File: config.mk
export PLATFORM = sky130hd
export DESIGN_NAME = sr_cmd_conditioner
export DESIGN_NICKNAME = d
export VERILOG_FILES = /design/src/rtl/sr_cmd_conditioner_pkg.sv /design/src/rtl/sr_cmd_conditioner_debounce_ch.sv /design/src/rtl/sr_cmd_conditioner.sv
export SDC_FILE = /design/constraint.sdc
export NUM_CORES = 1
export LEC_CHECK = 0
export BUFFER_PORTS_ARGS = -buffer_cell sky130_fd_sc_hd__buf_2
export CAP_MARGIN = 20
export CORE_MARGIN = 10
export CORE_UTILIZATION = 32
export DETAILED_ROUTE_END_ITERATION = 12
export HOLD_SLACK_MARGIN = 0.03
export SLEW_MARGIN = 20
export SYNTH_ARGS = -nofsm -noshare
export SYNTH_HDL_FRONTEND = slang
export SYNTH_SLANG_ARGS = --single-unit
export TNS_END_PERCENT = 20
File: constraint.sdc
create_clock -name clk -period 1.4 [get_ports clk]
set_input_delay 0.28 -clock clk [delete_from_list [all_inputs] [get_ports clk]]
set_output_delay 0.28 -clock clk [all_outputs]
set_load 0.01 [all_outputs]
File: src/rtl/sr_cmd_conditioner_pkg.sv
// ----------------------------------------------------------------------------
// sr_cmd_conditioner_pkg
// Shared definitions for the command conditioner: default synchroniser depth
// and debounce length, the packed output-pulse bundle, and the set/clear
// arbitration helper used by the top level.
// ----------------------------------------------------------------------------
`timescale 1ns/1ps
package sr_cmd_conditioner_pkg;

  // Default flops per synchroniser chain (usable range 2..4)
  localparam int SYNC_STAGES_DEF = 2;
  // Default number of consecutive equal samples needed to accept a new level
  localparam int DB_CYCLES_DEF   = 4;

  // One-cycle pulses presented to the downstream SR flip-flop
  typedef struct packed {
    logic set;
    logic clr;
    logic conflict;
  } cmd_pulse_t;

  // Clear always wins a same-cycle collision; the losing set edge is dropped
  // for good rather than queued, so the flip-flop never sees set and reset
  // together.
  function automatic cmd_pulse_t arbitrate(input logic setRise, input logic clrRise);
    cmd_pulse_t p;
    p.set      = setRise & ~clrRise;
    p.clr      = clrRise;
    p.conflict = setRise & clrRise;
    return p;
  endfunction

endpackage

File: src/rtl/sr_cmd_conditioner_debounce_ch.sv
// ----------------------------------------------------------------------------
// debounce_ch
// One conditioning channel: synchronises a raw asynchronous input, debounces
// it with a saturating qualification counter, and flags the rising edge of
// the debounced level.
// Ports:
//   clk     in  system clock, rising edge
//   rst     in  asynchronous reset, active-low
//   i_raw   in  raw, possibly bouncing input
//   o_lvl   out debounced level (registered)
//   o_rise  out high for the one cycle after o_lvl goes 0 -> 1
// ----------------------------------------------------------------------------
`timescale 1ns/1ps
module debounce_ch
  import sr_cmd_conditioner_pkg::*;
#(
  parameter int SYNC_STAGES = SYNC_STAGES_DEF,
  parameter int DB_CYCLES   = DB_CYCLES_DEF
) (
  input  logic clk,
  input  logic rst,
  input  logic i_raw,
  output logic o_lvl,
  output logic o_rise
);

  localparam int                CNT_W   = $clog2(DB_CYCLES + 1);
  localparam logic [CNT_W-1:0]  CNT_MAX = CNT_W'(DB_CYCLES - 1);

  logic [SYNC_STAGES-1:0] r_sync;
  logic [CNT_W-1:0]       r_cnt;
  logic                   r_lvl;
  logic                   r_lvlDly;
  logic                   w_sample;

  // Only the last synchroniser stage is safe to look at
  assign w_sample = r_sync[SYNC_STAGES-1];

  // Synchroniser shift, debounce counter and debounced level.
  // The counter only advances while the sample disagrees with the accepted
  // level; any agreeing sample restarts qualification, which is what rejects
  // short glitches. On the DB_CYCLES-th disagreeing sample the new level is
  // taken and the counter cleared, so it never passes CNT_MAX.
  always_ff @(posedge clk or negedge rst) begin
    if (!rst) begin
      r_sync   <= '0;
      r_cnt    <= '0;
      r_lvl    <= 1'b0;
      r_lvlDly <= 1'b0;
    end else begin
      r_sync   <= {r_sync[SYNC_STAGES-2:0], i_raw};
      r_lvlDly <= r_lvl;
      if (w_sample == r_lvl) begin
        r_cnt <= '0;
      end else if (r_cnt == CNT_MAX) begin
        r_lvl <= w_sample;
        r_cnt <= '0;
      end else begin
        r_cnt <= r_cnt + CNT_W'(1);
      end
    end
  end

  assign o_lvl  = r_lvl;
  assign o_rise = r_lvl & ~r_lvlDly;

endmodule

File: src/rtl/sr_cmd_conditioner.sv
// ----------------------------------------------------------------------------
// sr_cmd_conditioner
// Turns raw bouncy set/clear request lines into clean, mutually exclusive
// single-cycle pulses that drive an SR flip-flop's set and reset inputs.
// Ports:
//   clk         in  system clock, rising edge
//   rst         in  asynchronous reset, active-low
//   set_raw     in  raw set request (asynchronous, may bounce)
//   clr_raw     in  raw clear request (asynchronous, may bounce)
//   set_o       out one-cycle set pulse
//   clr_o       out one-cycle clear pulse
//   conflict_o  out one-cycle flag: set and clear edges accepted together
//   set_lvl_o   out debounced set level
//   clr_lvl_o   out debounced clear level
// ----------------------------------------------------------------------------
`timescale 1ns/1ps
module sr_cmd_conditioner
  import sr_cmd_conditioner_pkg::*;
#(
  parameter int SYNC_STAGES = SYNC_STAGES_DEF,
  parameter int DB_CYCLES   = DB_CYCLES_DEF
) (
  input  logic clk,
  input  logic rst,
  input  logic set_raw,
  input  logic clr_raw,
  output logic set_o,
  output logic clr_o,
  output logic conflict_o,
  output logic set_lvl_o,
  output logic clr_lvl_o
);

  logic       w_setRise;
  logic       w_clrRise;
  cmd_pulse_t r_pulse;

  debounce_ch #(
    .SYNC_STAGES (SYNC_STAGES),
    .DB_CYCLES   (DB_CYCLES)
  ) u_setCh (
    .clk    (clk),
    .rst    (rst),
    .i_raw  (set_raw),
    .o_lvl  (set_lvl_o),
    .o_rise (w_setRise)
  );

  debounce_ch #(
    .SYNC_STAGES (SYNC_STAGES),
    .DB_CYCLES   (DB_CYCLES)
  ) u_clrCh (
    .clk    (clk),
    .rst    (rst),
    .i_raw  (clr_raw),
    .o_lvl  (clr_lvl_o),
    .o_rise (w_clrRise)
  );

  // Registered arbitration so the outputs are glitch-free flop outputs
  always_ff @(posedge clk or negedge rst) begin
    if (!rst) begin
      r_pulse <= '0;
    end else begin
      r_pulse <= arbitrate(w_setRise, w_clrRise);
    end
  end

  assign set_o      = r_pulse.set;
  assign clr_o      = r_pulse.clr;
  assign conflict_o = r_pulse.conflict;

endmodule

======== After elaboration in Yosys (flattened, before gate mapping) ========
Index checks and enable logic that the tools add are counted.
storage, ports and cells
  register bits ........................... 17
  bits in latches ......................... 0
  RAM bits ................................ 0
  bits in read-only memories .............. 0
  input port bits ......................... 4
  output and inout bits ................... 5
  word-level logic and storage cells ...... 32
  memories ................................ 0
cells by class
  $add $sub $neg .......................... 2
  multipliers ............................. 0
  div/mod/pow operators ................... 0
  order comparisons ....................... 0
  eq/ne operators ......................... 4
  shifts and indexed selects .............. 0
  multiplexer cells ....................... 4
  bitwise operators ....................... 9
  reduce and logical (&&, ||, !) cells .... 2
operators by type and width
  kind                                           count
  two-way mux 3 bit                              4
  adder 3 x 1 -> 3 bit, second input constant    2
  == test 3 x 2 -> 1 bit, second input constant  2
  inverter 1 bit                                 5
  AND 1 bit                                      4
  AND reduction 2 bit                            2
  == test 1 bit                                  2

======== Longest topological paths before layout ========
Gate-level depths: netlist of the first run.
  word-level depth ........................ 4
  depth in mapped cells ................... 3
  depth with buffers taken out ............ 3

======== By module ========
From an unflattened synthesis of the first run, not the netlist that was laid out.
second synthesis, totals
  cells, all modules ...................... 35
  area, all modules ....................... 596.8 um^2
modules (own cells, without submodules)
  module              instances  cells each  area an instance (um^2)  seq. area each (um^2)
  debounce_ch         2          15          252.7                    175.2
  sr_cmd_conditioner  1          5           91.3                     75.1

======== Worst setup path after synthesis of the first run ========
No wires, ideal clock.
  kind .................................... reg2reg
  from .................................... register u_setCh.r_cnt[0]
  to ...................................... register u_setCh.r_lvl (netlist: u_setCh.o_lvl)
  setup time .............................. 125 ps
  data arrival time ....................... 965 ps
  data required time ...................... 1275 ps
  path slack .............................. 310 ps
  stages on the path, launching flop included .. 4
  buffers on the path ..................... 0
  clock period less this slack ............ 1090 ps
  cell sequence ........................... dfrtp_1 ha_1 nor2b_4 mux2_2
on the way
  longest elaborated chain between the ends .. 2
ends and longest elaborated chain
  item                                  line                                  source
  start: declaration                    sr_cmd_conditioner_debounce_ch.sv:31  logic [CNT_W-1:0] r_cnt;
  start signal: assignment              sr_cmd_conditioner_debounce_ch.sv:59  r_cnt <= r_cnt + CNT_W'(1);
  == test 3 x 2 -> 1 bit                sr_cmd_conditioner_debounce_ch.sv:55  end else if (r_cnt == CNT_MAX) begin
  AND reduction 2 bit (no source line)  n/a
  end signal: assignment                sr_cmd_conditioner_debounce_ch.sv:56  r_lvl <= w_sample;
  end: declaration                      sr_cmd_conditioner_debounce_ch.sv:32  logic r_lvl;
No other way between the ends.
A chain may end at the register's enable or synchronous reset.

======== Final worst setup path of the first run ========
  from .................................... register u_setCh.r_lvl (netlist: u_setCh.o_lvl)
  to ...................................... output set_lvl_o
RTL lines
  item              line                      source
  end: declaration  sr_cmd_conditioner.sv:30  output logic set_lvl_o,
No word-level cell between the ends.

==> results.sh, run 1 <==
export IMPL_status="finished clean"
export IMPL_grtUsageTotal_pct=3.999
export IMPL_critPathKind="reg2out"
export IMPL_syn_inst=34
export IMPL_synth_top_family_by_area="simple AND/OR/NAND/NOR gates"
export IMPL_fin_area_um2=696.9
export IMPL_synth_top_area_cell="dfrtp_1"
export IMPL_design_die_area_um2=3953
export IMPL_post_route_period_util_pct=84.72
export IMPL_synthesis_area_um2=588.1
export IMPL_slew_limit_headroom_pct=76.03
export IMPL_synth_avg_cell_area_um2=17.30
export IMPL_synthXorXnorAreaFrac_pct=2.979
export IMPL_yosys_top_cells_area="dfrtp_1, nor3b_1, nor2b_4"
export IMPL_path_depth=1
export IMPL_rsz0062_at_grt="false"
export IMPL_path_clk_slew_ns=0.09
export IMPL_synth_fa_ha_area_share_pct=4.255
export IMPL_leakage_nw=0.3349
export IMPL_crit_chain="buf_2"
export IMPL_finalSetupViolCount=0
export IMPL_final_hold_violation_count=0
export IMPL_place_area_um2=659.4
export IMPL_drt_iter0_markers=1
export IMPL_ant_nets=0
export IMPL_cts_root_buf="clkbuf_4"
export IMPL_fin_nets=54
export IMPL_htreeDepth=1
export IMPL_clockBufferDepth=2
export IMPL_grt_pass1_vias=267
export IMPL_critPathSlowestCell="dfrtp_1"
export IMPL_die_y_um=62.87
export IMPL_synth_compound_area_share_pct=0
export IMPL_hold_slack_ns=0.09929
export IMPL_critPathMaxStageDelay_ns=0.45
export IMPL_drt_wl_total_um=774
export IMPL_cts_sinks=17
export IMPL_synthTopCellsByCount="dfrtp_1, nor3b_1"
export IMPL_seq_area_frac_synth_pct=72.34
export IMPL_ys_seq_elements=17
export IMPL_first_pass_iters=2
export IMPL_critPathLaunchType="flop"
export IMPL_initial_core_util_pct=34.06
export IMPL_antenna_cells=0
export IMPL_cellPowerDensity_nw_per_um2=1862
export IMPL_cp_arrival_ns=0.91
export IMPL_ff2ff_setup_slack_ns=0.25
export IMPL_reg2reg_to="u_setCh.o_lvl$_DFFE_PN0P_"
export IMPL_ys_types=10
export IMPL_clock_skew_ns=0.004378
export IMPL_dp_cells=67
export IMPL_endpoint_kind="primary output"
export IMPL_fmax_ghz=0.8431
export IMPL_synth_nets=40
export IMPL_synth_edf_count=0
export IMPL_num_io_pins=9
export IMPL_hold_class="in2reg"
export IMPL_vias=294
export IMPL_tightest_slew_ns=0.3595
export IMPL_antenna_found_initial=0
export IMPL_synth_top_area_share_pct=72.34
export IMPL_synth_async_sr_flop_share_pct=100.0
export IMPL_tritoncts="yes"
export IMPL_fin_ws_ns=0.2139
export IMPL_numCtsBuffers=3
export IMPL_finalSetupTns_ns=0
export IMPL_crit_end="set_lvl_o"
export IMPL_drive_gt1_share_pct=38.30
export IMPL_overflow=0
export IMPL_ir_drop_mv=0.9992
export IMPL_crit_required_ns=1.12
export IMPL_drc=0
export IMPL_maxCapViolCount=0
export IMPL_place_ws_ns=0.2638
export IMPL_die_x_um=62.87
export IMPL_crit_fanout=6
export IMPL_place_gp_congestion=0.6681
export IMPL_area_delta_synth_final_pct=18.51
export IMPL_rr_startpoint="u_setCh.r_cnt[0]$_DFF_PN0_"
export IMPL_synth_simple_area_share_pct=16.60
export IMPL_crit_family="flip-flops"
export IMPL_wl_per_cell_um=10.75
export IMPL_vias_per_cell=4.083
export IMPL_coreArea_um2=1727
export IMPL_slew_violations=0
export IMPL_cp_startpoint="u_setCh.o_lvl$_DFFE_PN0P_"
export IMPL_synth_most_common_cell="dfrtp_1"
export IMPL_final_cells=72
export IMPL_rows=15
export IMPL_synthFlopType="dfrtp_1"
export IMPL_r2r_cells=3
export IMPL_grt_max_degree=18
export IMPL_dp_hpwl_um=561.8
export IMPL_cts_setup_buffers=0
export IMPL_crit_buf_inv=1
export IMPL_ys_warnings_count=0
export IMPL_grt_pass1_wl_mm=1.221
export IMPL_clkLatencyLatePin_ns=0.28
export IMPL_fin_crit_ns=1.186
export IMPL_port_buffers=8
export IMPL_muxShareOfSynthArea_pct=3.830
state kept, by name (all words and copies together) (netlist names), 2 cells and up:
| register | count |
|---|---|
| u_clrCh.r_cnt | 3 |
| u_setCh.r_cnt | 3 |
| u_clrCh.r_sync | 2 |
| u_setCh.r_sync | 2 |
layer usage:
| layer | global-route usage, % | wire length, µm | vias up |
|---|---|---|---|
| met5 | 0 | 0 | - |
| li1 | - | - | 145 |
| met2 | 4.442 | 306 | 11 |
| met3 | 4.301 | 81 | 0 |
| met4 | 0.8380 | 0 | 0 |
| met1 | 4.923 | 386 | 138 |
how the worst min path moves through the flow:
stage                       start                           to  slack (ns)  cells after the start
after global routing      set_raw  u_setCh.r_sync[0]$_DFF_PN0_        0.07                      1
after detailed placement      rst   u_clrCh.r_cnt[2]$_DFF_PN0_        0.22                      1
final                     clr_raw  u_clrCh.r_sync[0]$_DFF_PN0_         0.1                      1
after CTS                 clr_raw  u_clrCh.r_sync[0]$_DFF_PN0_        0.09                      1
after global placement        rst   u_clrCh.r_cnt[2]$_DFF_PN0_        0.21                      1
after floorplan               rst              clr_o$_DFF_PN0_       -0.02                      0
layout make-up:
class / count / area [µm²]
flip-flops and latches: 17 / 425.4
repair buffers: 9 / 50.05
clock inverters: 1 / 5.005
clock buffers: 3 / 22.52
multi-input cells: 17 / 162.7
well taps: 25 / 31.28
fillers: 169 / 1030
cells by family (layout without fill, tap and decap cells):
| group | after synthesis | count (layout) |
|---|---|---|
| flip-flops | 17 | 17 |
| XOR/XNOR | 2 | 2 |
| adder cells (fa/ha/maj) | 2 | 2 |
| multiplexers | 2 | 2 |
| buffers and inverters | 0 | 13 |
| AND/OR/NAND/NOR | 11 | 11 |
power breakdown:
group | switching (mW) | leakage (nW) | internal (mW) | total (mW)
sequential | 0.0799 | 0.214 | 0.632 | 0.712
clock | 0.142 | 0.0177 | 0.106 | 0.248
combinational | 0.154 | 0.103 | 0.183 | 0.338
total | 0.376 | 0.335 | 0.922 | 1.30
layout by cell type (no fill, tap or decap), types with 2 or more instances in the layout:
cell      instances
nor3b_1           4
nor2b_4           2
clkbuf_4          3
ha_1              2
nor3_1            2
dfrtp_1          17
mux2_2            2
xnor2_1           2
buf_2             8
per-stage QoR:
stage                     util [%]  power, mW
after floorplan                  -     0.9401
after global placement       38.19      1.056
after detailed placement     38.19      1.068
after CTS                    40.36      1.326
after global routing         40.36      1.397
final                        40.36      1.298
timing repair:
action,in CTS,in global routing
hold endpoints to repair,17,0
endpoints found under the setup margin,0,0
hold buffers,1,0
gates resized for setup,0,0
Power figures use the tool's default switching activity.
==> inputs of run 2 (changes only) <==
==> constraint.sdc (replaced) <==
create_clock -name clk -period 1 [get_ports clk]
set_input_delay 0.2 -clock clk [delete_from_list [all_inputs] [get_ports clk]]
set_output_delay 0.2 -clock clk [all_outputs]
set_load 0.01 [all_outputs]
==> results.sh, run 2 (synthesis gave the netlist of run 1 again) <==
export IMPL_rows=15
export IMPL_multi_input_area_um2=200.2
export IMPL_grtUsageTotal_pct=4.547
export IMPL_final_common_cell="dfrtp_1"
export IMPL_critPathSlowestCell="dfrtp_1"
export IMPL_worst_hold_path_num_cells=0
export IMPL_crit_required_ns=0.80
export IMPL_maxCapViolCount=0
export IMPL_port_buffers=8
export IMPL_crit_family="flip-flops"
export IMPL_die_y_um=62.87
export IMPL_drive_gt1_share_pct=50.94
export IMPL_overflow=0
export IMPL_drt_wl_total_um=844
export IMPL_crit_fanout=4
export IMPL_numCtsBuffers=3
export IMPL_die_x_um=62.87
export IMPL_drc=0
export IMPL_clock_skew_ns=0.0006321
export IMPL_post_route_period_util_pct=110.3
export IMPL_dp_hpwl_um=602.9
export IMPL_area_delta_synth_final_pct=34.26
export IMPL_first_pass_iters=2
export IMPL_path_clk_slew_ns=0.09
export IMPL_critPathLaunchType="flop"
export IMPL_final_cell_mix="dfrtp_1, buf_2, buf_4"
export IMPL_fin_area_um2=789.5
export IMPL_holdPathEnd="u_clrCh.r_sync[1]$_DFF_PN0_"
export IMPL_cts_root_buf="clkbuf_4"
export IMPL_reg2reg_to="u_setCh.o_lvl$_DFFE_PN0P_"
export IMPL_final_hold_violation_count=0
export IMPL_rr_startpoint="u_setCh.r_cnt[0]$_DFF_PN0_"
export IMPL_tritoncts="yes"
export IMPL_crit_chain="buf_6"
export IMPL_antenna_cells=0
export IMPL_hold_slack_ns=0.3531
export IMPL_cellPowerDensity_nw_per_um2=2572
export IMPL_finalSetupViolCount=9
export IMPL_drt_iter0_markers=3
export IMPL_critPathKind="reg2out"
export IMPL_area_sequential_um2=425.4
export IMPL_grt_max_degree=18
export IMPL_status="finished, violations left"
export IMPL_grt_pass1_wl_mm=1.455
export IMPL_slew_violations=0
export IMPL_num_fill_cells=169
export IMPL_place_gp_congestion=0.6158
export IMPL_place_area_um2=694.4
export IMPL_design_die_area_um2=3953
export IMPL_wl_per_cell_um=10.82
export IMPL_ff2ff_setup_slack_ns=-0.09
export IMPL_fmax_ghz=0.9062
export IMPL_fin_ws_ns=-0.1035
export IMPL_coreArea_um2=1727
export IMPL_ant_nets=0
export IMPL_fin_nets=60
export IMPL_top_regs="u_clrCh.r_cnt x3, u_setCh.r_cnt x3"
export IMPL_vias=306
export IMPL_cp_arrival_ns=0.90
export IMPL_clkLatencyLatePin_ns=0.28
export IMPL_tightest_slew_ns=0.3535
export IMPL_place_ws_ns=-0.08567
export IMPL_endpoint_kind="primary output"
export IMPL_grt_pass1_vias=336
export IMPL_worst_hold_startpoint="u_clrCh.r_sync[0]$_DFF_PN0_"
export IMPL_total_power_mw=2.030
export IMPL_clockBufferDepth=2
export IMPL_fin_crit_ns=1.103
export IMPL_crit_buf_inv=1
export IMPL_num_io_pins=9
export IMPL_antenna_found_initial=0
export IMPL_ir_drop_mv=1.147
export IMPL_cts_sinks=17
export IMPL_vias_per_cell=3.923
export IMPL_rsz0062_at_grt="true"
export IMPL_r2r_cells=3
export IMPL_initial_core_util_pct=34.06
export IMPL_htreeDepth=1
export IMPL_violations="negative setup slack"
export IMPL_hold_class="reg2reg"
export IMPL_leakage_nw=0.3802
export IMPL_slew_limit_headroom_pct=76.44
export IMPL_critPathMaxStageDelay_ns=0.47
export IMPL_finish_utilization_pct=45.72
## run 2: cell count changes in the layout (fill, tap and decap cells not counted), moves of 2 or more
cell,before,now
buf_4,0,4
dlygate4sd3_1,1,3
ha_1,2,0
ha_2,0,2
mux2_2,2,0
mux2_4,0,2
nor3b_1,4,2
nor3b_2,1,3
xnor2_1,2,0
xnor2_2,0,2
## run 2: stage by stage
step           std cells  TNS, ns
2_1_floorplan         34  -0.1367
3_3_place_gp          70  -0.2180
3_5_place_dp          70  -0.2838
4_1_cts               78  -0.5183
5_1_grt               78   -1.099
6_report              78  -0.4452
## run 2: worst max path at each step
stage	startpoint	endpoint	slack, ns	depth (start not counted)
2_1_floorplan	u_setCh.r_cnt[0]$_DFF_PN0_	u_setCh.o_lvl$_DFFE_PN0P_	-0.07	3
3_3_place_gp	u_setCh.r_cnt[0]$_DFF_PN0_	u_setCh.o_lvl$_DFFE_PN0P_	-0.08	3
3_5_place_dp	u_setCh.r_cnt[0]$_DFF_PN0_	u_setCh.o_lvl$_DFFE_PN0P_	-0.09	3
4_1_cts	u_setCh.r_cnt[0]$_DFF_PN0_	u_setCh.o_lvl$_DFFE_PN0P_	-0.10	3
5_1_grt	u_setCh.o_lvl$_DFFE_PN0P_	set_lvl_o	-0.15	1
6_report	u_setCh.o_lvl$_DFFE_PN0P_	set_lvl_o	-0.10	1
## run 2: layout make-up
class	count	area share, %
tap	25	3.962
timing repair buffer	15	13.47
clock buffer	4	3.328
multi-input combinational	17	25.36
sequential	17	53.88
## run 2: what timing repair did
item,CTS,global route
gates resized for setup,0,5
hold buffers,3,0
endpoints found under the setup margin,8,15
buffers inserted,1,0
endpoints found under the hold margin,19,0
## run 2: metal layers
metal  wire length (µm)  global-route usage, %  vias to the layer above  share of wire, %
met5                  0                      0                        -                 0
met2                349                  5.838                       10                41
li1                   -                      -                      152                 -
met1                423                  5.550                      144                50
met3                 70                  3.943                        0               8.3
met4                  0                 0.8380                        0                 0
## run 2: where the power goes
group          switching [mW]  internal [mW]  leakage [nW]
sequential              0.107          0.885         0.214
combinational           0.275          0.422         0.151
clock                   0.187          0.155        0.0150
==> inputs of run 3 (changes only) <==
--- a/config.mk
+++ b/config.mk
@@ -14,5 +14,6 @@
 export SLEW_MARGIN = 20
 export SYNTH_ARGS = -nofsm -noshare
 export SYNTH_HDL_FRONTEND = slang
+export SYNTH_HIERARCHICAL = 1
 export SYNTH_SLANG_ARGS = --single-unit
 export TNS_END_PERCENT = 20
==> results.sh, run 3 <==
export IMPL_critPathLaunchType="flop"
export IMPL_grt_max_degree=18
export IMPL_ant_nets=0
export IMPL_drive_gt1_share_pct=49.06
export IMPL_slew_violations=0
export IMPL_die_x_um=63.19
export IMPL_synth_top_area_share_pct=71.28
export IMPL_multi_input_area_um2=186.4
export IMPL_overflow=0
export IMPL_drt_wl_total_um=867
export IMPL_tritoncts="yes"
export IMPL_endpoint_kind="flop"
export IMPL_crit_fanout=2
export IMPL_area_sequential_um2=425.4
export IMPL_tightest_slew_ns=0.3733
export IMPL_place_ws_ns=-0.1016
export IMPL_cts_root_buf="clkbuf_4"
export IMPL_place_gp_congestion=0.6644
export IMPL_violations="negative setup slack"
export IMPL_yosys_top_cells_area="dfrtp_1, nor2b_4, ha_1"
export IMPL_final_cell_mix="dfrtp_1, buf_2, clkbuf_4, dlygate4sd3_1, buf_4"
export IMPL_pwr_share_clk_pct=18.1
export IMPL_synth_edf_count=0
export IMPL_seqPwrFrac_pct=52.0
export IMPL_top_regs="u_clrCh/r_cnt x3, u_setCh/r_cnt x3"
export IMPL_num_fill_cells=174
export IMPL_rows=15
export IMPL_initial_core_util_pct=34.19
export IMPL_antenna_cells=0
export IMPL_wl_per_cell_um=11.12
export IMPL_die_y_um=63.19
export IMPL_grt_pass1_vias=372
export IMPL_switchingPower_mw=0.5593
export IMPL_post_route_period_util_pct=111.8
export IMPL_fin_crit_ns=1.118
export IMPL_synthesis_area_um2=596.8
export IMPL_fmax_ghz=0.8943
export IMPL_port_buffers=8
export IMPL_hold_class="in2async"
export IMPL_final_common_cell="dfrtp_1"
export IMPL_critPathKind="reg2reg"
export IMPL_finalSetupViolCount=8
export IMPL_numCtsBuffers=3
export IMPL_final_hold_violation_count=0
export IMPL_hold_slack_ns=0.3498
export IMPL_path_clk_slew_ns=0.10
export IMPL_slew_limit_headroom_pct=75.12
export IMPL_design_die_area_um2=3992
export IMPL_crit_required_ns=1.17
export IMPL_synth_top_area_cell="dfrtp_1"
export IMPL_clockBufferDepth=2
export IMPL_ys_warnings_count=6
export IMPL_comb_power_share_pct=29.9
export IMPL_leakage_nw=0.3642
export IMPL_ys_seq_elements=17
export IMPL_fin_nets=60
export IMPL_first_pass_iters=1
export IMPL_cp_arrival_ns=1.29
export IMPL_p_sw_share_pct=28.95
export IMPL_synth_most_common_cell="dfrtp_1"
export IMPL_ir_drop_mv=1.010
export IMPL_coreArea_um2=1745
export IMPL_rsz0062_at_grt="true"
export IMPL_seq_area_frac_synth_pct=71.28
export IMPL_cts_sinks=17
export IMPL_drt_iter0_markers=0
export IMPL_synthFlopType="dfrtp_1"
export IMPL_status="finished, violations left"
export IMPL_clkLatencyLatePin_ns=0.29
export IMPL_area_delta_synth_final_pct=27.88
export IMPL_grt_pass1_wl_mm=1.545
export IMPL_synth_nets=41
export IMPL_fin_area_um2=763.2
export IMPL_antenna_found_initial=0
export IMPL_synth_async_sr_flop_share_pct=100.0
export IMPL_place_area_um2=703.2
export IMPL_internal_power_mw=1.372
export IMPL_vias_per_cell=4.038
export IMPL_num_io_pins=9
export IMPL_drc=0
export IMPL_syn_inst=35
export IMPL_fin_ws_ns=-0.1182
export IMPL_htreeDepth=1
export IMPL_synth_avg_cell_area_um2=17.05
export IMPL_cellPowerDensity_nw_per_um2=2531
export IMPL_vias=315
export IMPL_grtUsageTotal_pct=4.831
export IMPL_maxCapViolCount=0
export IMPL_ys_types=11
export IMPL_clock_skew_ns=0.007415
[run 3: per-layer routing]
| layer | share of wire (%) | routed length (µm) | vias to the layer above | track usage [%] |
|---|---|---|---|---|
| li1 | - | - | 151 | - |
| met1 | 44 | 380 | 154 | 4.379 |
| met2 | 47 | 405 | 10 | 7.995 |
| met3 | 9.2 | 80 | 0 | 3.887 |
| met4 | 0 | 0 | 0 | 1.639 |
| met5 | 0 | 0 | - | 0 |
[run 3: cells by family (layout without fill, tap and decap cells)]
kind of cell  Yosys count  in the layout  share of synthesized area [%]
simple gates           12             12                          17.82
mux                     2              2                          3.773
buf+inv                 0             18                              0
flops                  17             17                          71.28
fa+ha+maj               2              2                          4.192
xor+xnor                2              2                          2.936
[run 3: power groups by stage]
stage	logic [mW]	clock network, mW	registers, mW
after floorplan	0.330	0	1.04
after global placement	0.562	0	0.998
after detailed placement	0.573	0	1.02
after CTS	0.592	0.370	1.01
after global routing	0.658	0.396	1.04
final	0.578	0.349	1.00
[run 3: final cells by class]
class,instances,area share (%)
clock buffer,3,2.951
clock inverter,1,0.6557
multi-input combinational,18,24.43
sequential,17,55.74
tap,25,4.098
timing repair buffer,14,12.13
[run 3: worst paths after layout]
path	start	end	slack (ns)	depth (start not counted)
setup / recovery	u_setCh/r_cnt[0]$_DFF_PN0_	u_setCh/o_lvl$_DFFE_PN0P_	-0.12	3
setup reg to reg	u_setCh/r_cnt[0]$_DFF_PN0_	u_setCh/o_lvl$_DFFE_PN0P_	-0.12	3
hold / removal	rst	u_clrCh/r_cnt[0]$_DFF_PN0_	0.35	2
min in group clk	u_setCh/r_sync[0]$_DFF_PN0_	u_setCh/r_sync[1]$_DFF_PN0_	0.36	0
hold reg to reg	u_setCh/r_sync[0]$_DFF_PN0_	u_setCh/r_sync[1]$_DFF_PN0_	0.36	0
max in group asynchronous	rst	u_setCh/o_lvl$_DFFE_PN0P_	0.38	2
[run 3: worst max-delay path, stage by stage, from the launching register on]
cell and delay, ns:
dfrtp_1 0.37, ha_2 0.19, nor2b_4 0.15, mux2_4 0.30
[run 3: what timing repair did]
| item | CTS | global route |
|---|---|---|
| hold buffers | 3 | 0 |
| buffers inserted | 0 | 0 |
| resized for setup | 1 | 0 |
| endpoints found under the hold margin | 19 | 0 |
| pin swaps | 0 | 0 |
| endpoints found under the setup margin | 9 | 14 |
[run 3: stage by stage]
stage | TNS (ns) | std cells | utilization [%] | power, mW
global route | -1.138 | 78 | 43.73 | 2.089
detailed placement | -0.3039 | 71 | 40.29 | 1.592
global placement | -0.1817 | 71 | 40.29 | 1.560
floorplan | -0.1498 | 35 | - | 1.369
finish | -0.5489 | 78 | 43.73 | 1.932
CTS | -0.6525 | 78 | 43.73 | 1.971
